File: src/rtl/uart_rx_os_pkg.sv
// uart_rx_os_pkg: receiver FSM state type and oversample tick divider helper
package uart_rx_os_pkg;
  typedef enum logic [1:0] {IDLE, START, DATA, STOP} state_t;
  function automatic int div_calc(input int clk_freq, input int baud_rate, input int oversample);
    return clk_freq / (baud_rate * oversample);
  endfunction
endpackage

File: src/rtl/os_tick_gen.sv
// os_tick_gen: one-clock s_tick every clk_freq/(baud_rate*oversample) clocks
module os_tick_gen
  import uart_rx_os_pkg::*;
#(
  parameter int clk_freq = 50000000,
  parameter int baud_rate = 9600,
  parameter int oversample = 16
) (
  input logic clk,
  input logic rst,
  output logic s_tick
);
  localparam int div = div_calc(clk_freq, baud_rate, oversample);
  localparam int cw = $clog2(div + 1);
  logic [cw-1:0] cnt;
  always_ff @(posedge clk or posedge rst)
    if (rst) begin
      cnt <= '0;
      s_tick <= 1'b0;
    end else begin
      cnt <= cnt == cw'(div - 1) ? '0 : cnt + 1'b1;
      s_tick <= cnt == cw'(div - 1);
    end
endmodule

File: src/rtl/uart_rx_os.sv
// uart_rx_os: oversampling 8N1 UART receiver with 2-of-3 voting, framing/overrun flags, valid/ready output
module uart_rx_os
  import uart_rx_os_pkg::*;
#(
  parameter int clk_freq = 50000000,
  parameter int baud_rate = 9600,
  parameter int oversample = 16,
  parameter int data_bits = 8
) (
  input logic clk,
  input logic rst,
  input logic rx_in,
  output logic [data_bits-1:0] rx_data,
  output logic rx_valid,
  input logic rx_ready,
  output logic frame_err,
  output logic overrun,
  output logic rx_busy
);
  localparam int m = oversample / 2;
  localparam int pw = $clog2(oversample);
  logic s_tick, sync1, rx_s, armed, smp1, smp2, vote, vote_pt, end_pt, dlv;
  logic [pw-1:0] phase;
  logic [3:0] bit_cnt;
  logic [data_bits-1:0] shreg;
  state_t state, state_n;
  os_tick_gen #(.clk_freq(clk_freq), .baud_rate(baud_rate), .oversample(oversample)) u_tick (
    .clk(clk),
    .rst(rst),
    .s_tick(s_tick)
  );
  assign vote = (smp1 & smp2) | (smp1 & rx_s) | (smp2 & rx_s);
  assign vote_pt = s_tick && phase == pw'(m + 1);
  assign end_pt = s_tick && phase == pw'(oversample - 1);
  assign rx_busy = state != IDLE;
  always_comb
    state_n = state == IDLE  ? (s_tick && !rx_s && armed ? START : IDLE) :
              state == START ? (vote_pt && vote ? IDLE : end_pt ? DATA : START) :
              state == DATA  ? (end_pt && bit_cnt == 4'(data_bits - 1) ? STOP : DATA) :
              (vote_pt ? IDLE : STOP);
  always_ff @(posedge clk or posedge rst)
    if (rst) state <= IDLE;
    else state <= state_n;
  always_ff @(posedge clk or posedge rst)
    if (rst) begin
      sync1 <= 1'b1;
      rx_s <= 1'b1;
      armed <= 1'b1;
      smp1 <= 1'b1;
      smp2 <= 1'b1;
      phase <= '0;
      bit_cnt <= '0;
      shreg <= '0;
      dlv <= 1'b0;
      frame_err <= 1'b0;
      overrun <= 1'b0;
      rx_data <= '0;
      rx_valid <= 1'b0;
    end else begin
      sync1 <= rx_in;
      rx_s <= sync1;
      dlv <= state == STOP && vote_pt && vote;
      frame_err <= state == STOP && vote_pt && !vote;
      overrun <= dlv && rx_valid && !rx_ready;
      if (state == STOP && vote_pt && !vote) armed <= 1'b0;
      else if (s_tick && rx_s) armed <= 1'b1;
      if (s_tick) begin
        phase <= state == IDLE || phase == pw'(oversample - 1) ? '0 : phase + 1'b1;
        smp1 <= phase == pw'(m - 1) ? rx_s : smp1;
        smp2 <= phase == pw'(m) ? rx_s : smp2;
      end
      if (end_pt) bit_cnt <= state == DATA ? bit_cnt + 1'b1 : '0;
      if (vote_pt && state == DATA) shreg <= {vote, shreg[data_bits-1:1]};
      if (dlv && (!rx_valid || rx_ready)) begin
        rx_data <= shreg;
        rx_valid <= 1'b1;
      end else if (rx_ready) rx_valid <= 1'b0;
    end
endmodule

File: config.mk
export PLATFORM = sky130hd
export DESIGN_NAME = uart_rx_os
export DESIGN_NICKNAME = d
export VERILOG_FILES = /design/src/rtl/uart_rx_os_pkg.sv /design/src/rtl/os_tick_gen.sv /design/src/rtl/uart_rx_os.sv
export SDC_FILE = /design/constraint.sdc
export NUM_CORES = 1
export LEC_CHECK = 0
export CAP_MARGIN = 20
export CORE_MARGIN = 3
export CORE_UTILIZATION = 35
export DETAILED_ROUTE_END_ITERATION = 12
export PLACE_DENSITY = 0.52
export SYNTH_ARGS = -nofsm -noshare
export SYNTH_HDL_FRONTEND = slang
export SYNTH_SLANG_ARGS = --single-unit
File: constraint.sdc
create_clock -name clk -period 1.89 [get_ports clk]
set_input_delay 0.4725 -clock clk [delete_from_list [all_inputs] [get_ports clk]]
set_output_delay 0.4725 -clock clk [all_outputs]
set_load 0.005 [all_outputs]
==> out/metrics.cfg <==
[clocking]
path_clk_slew_ns=0.10
clk-insertion-delay-late_ns=0.30
cts_buffer_depth=2
cts_made_buffers=5
cts.sinks=45
htree_levels=2
cts_tree=done
cts_root_buffer=clkbuf_8

[synthesis]
async_reset_ff_frac=1.000
yosysWarnings=0
syn_area_um2=2026
synth-main-ff-cell=dfrtp_1
synth_edf_count=0
syn-num-nets=172
yosysSeqAreaShare=0.5590
synthCells=162
avgSynthCellArea_um2=12.50
ys_ff_latch=45
synth_cell_types=38

[drt]
post_drt_wl_per_cell_um=12.76
vias_per_cell=4.755
vias=1241
drc=0
wirelength_um=3330
ant_nets=0
dr.pass1.iters=4
first_iter_violations=46

[cells_and_area]
nNetsFinal=198
final_area_um2=2422
layout_common_cells=dfrtp_1 (39), nor2_1 (15), clkdlybuf4s50_1 (14)
layout-drive-gt1-share=0.2487
stdcell_count=261
syn_to_final_growth_pct=19.58
final_common_cell=dfrtp_1
n_antenna_cell=0

[sta]
final_max_slew_viol_count=0
fin_tns_setup_ns=0
fin_ws_ns=0.2365
finalHoldViolCount=0
setup_violations=0
fmax_mhz=604.8
period_needed_ns=1.654
rsz0062_at_grt=false
clock_skew_ns=0.01190
min_period_over_period=0.8749
worstMarginPinSlew_ns=0.6121
relSlewSlack=0.5894

[setup_path]
startpoint_type=flip-flop
cp_num_buf_inv=1
cp-end-kind=output pin
path_cells=clkdlybuf4s50_1
crit_type=reg -> out
cp_max_fo=2
critical_path_arrival_ns=1.18
crit_required_ns=1.42
cp_slowest_stage_delay_ns=0.52
path_delay_family=buffers and inverters
crit_slowest_cell=clkdlybuf4s50_1

[run_status]
status=finished, final reports clean

[global_route]
grt-ovfl-total=0
grt_pass1_vias=1261
grt_pass1_wl_um=5844
track_usage=0.1141
antenna_found_initial=0
grt_start_max_net_pins=17

[pwr]
powerDensity_nw_per_um2=668.6
irDropWorstVdd_mv=0.3347
power.leakage_nw=1.141

[die]
row_count=27
die_w_um=82.08
die_area_um2=6736
core_area_um2=5540
initial_core_util=0.3656
die_height_um=82.08
io-pin-count=16

[placement]
placed_cells=252
gp_congestion=0.7807
place_ws_ns=0.07611
dp_hpwl_um=2448
post_dp_cell_area_um2=2310
io_buffers=15

[hold_path]
hp-class=reg -> reg

[job]
maxCapViolations=0

state kept, by name, indices dropped and copies added, names as in the netlist:
register and cells:
rx_data 8, phase 4, armed 1, rx_valid 1
shreg 8, smp1 1, sync1 1, state 2
smp2 1, rx_s 1, bit_cnt 4, u_tick.cnt 9
u_tick.s_tick 1, dlv 1, overrun 1, frame_err 1
power by group:
part	leakage (nW)	internal, mW	switching [mW]
registers	0.595	0.966	0.00173
logic	0.502	0.0139	0.0204
clock network	0.0447	0.267	0.350
total	1.14	1.25	0.372
cells by family (layout without fill, tap and decap cells):
logic type / Yosys count / after routing / share of synthesized area
AND/OR/NAND/NOR: 51 / 51 / 0.1606
AO/OA/AOI/OAI: 19 / 19 / 0.05806
multiplexers: 19 / 19 / 0.1204
XOR/XNOR: 7 / 7 / 0.03027
flip-flops: 45 / 45 / 0.5590
buffers and inverters: 14 / 41 / 0.02965
adder cells (fa/ha/maj): 7 / 7 / 0.04200
synth_stat cells, types with 2 or more instances:
library cell	instances	area, µm²
xor2_1	5	43.79
o21ai_1	2	10.01
inv_1	13	48.80
nor2_1	16	60.06
ha_1	6	75.07
nand2_1	9	33.78
mux2_2	10	112.6
mux2_4	8	120.1
nor2b_1	2	12.51
dfrtp_1	40	1001
a21oi_1	6	30.03
o21ai_0	5	25.02
dfstp_2	5	131.4
and3_1	2	12.51
xnor2_1	2	17.52
nand3_1	9	45.04
path summary, 6_finish.rpt:
check | start | to | slack (ns) | depth (start not counted)
worst max-delay path | rx_data[5]$_DFFE_PP0P_ | rx_data[5] | 0.24 | 1
worst min-delay path | sync1$_DFF_PP1_ | rx_s$_DFF_PP1_ | 0.36 | 0
worst max register to register | phase[1]$_DFFE_PP0P_ | shreg[6]$_DFFE_PP0P_ | 0.39 | 5
worst min register to register | sync1$_DFF_PP1_ | rx_s$_DFF_PP1_ | 0.36 | 0
max in group asynchronous | rst | sync1$_DFF_PP1_ | 0.89 | 3
min in group asynchronous | rst | shreg[3]$_DFFE_PP0P_ | 0.47 | 2
routing by layer:
| layer | up-vias | part of all wire | track usage |
|---|---|---|---|
| met4 | 0 | 0.016 | 0.03987 |
| met5 | - | 0 | 0 |
| met3 | 6 | 0.038 | 0.03618 |
| li1 | 613 | - | - |
| met2 | 18 | 0.50 | 0.1898 |
| met1 | 604 | 0.45 | 0.1387 |
area by class of cell:
type,instances,area [µm²]
Inverter,13,48.80
Clock buffer,5,68.82
Multi-Input combinational cell,103,840.8
Fill cell,530,3118
Sequential cell,45,1134
Timing Repair Buffer,20,215.2
Clock inverter,3,25.02
Tap cell,72,90.09
stage by stage:
| step | utilization | power [mW] | hold WS [ns] |
|---|---|---|---|
| after floorplan | - | 1.000 | 0.3452 |
| after global placement | 0.4169 | 1.022 | 0.3471 |
| after detailed placement | 0.4169 | 1.023 | 0.3481 |
| after CTS | 0.4368 | 1.661 | 0.3607 |
| after global routing | 0.4372 | 1.704 | 0.3680 |
| final | 0.4372 | 1.620 | 0.3599 |
what timing repair did:
action                     in CTS  in global routing
buffers inserted                1                  0
pin swaps                       1                  0
setup endpoints to repair       1                  1
hold buffers                    0                  0
gates resized for setup         3                  1
Note: power is estimated with default switching activity, not from simulation.
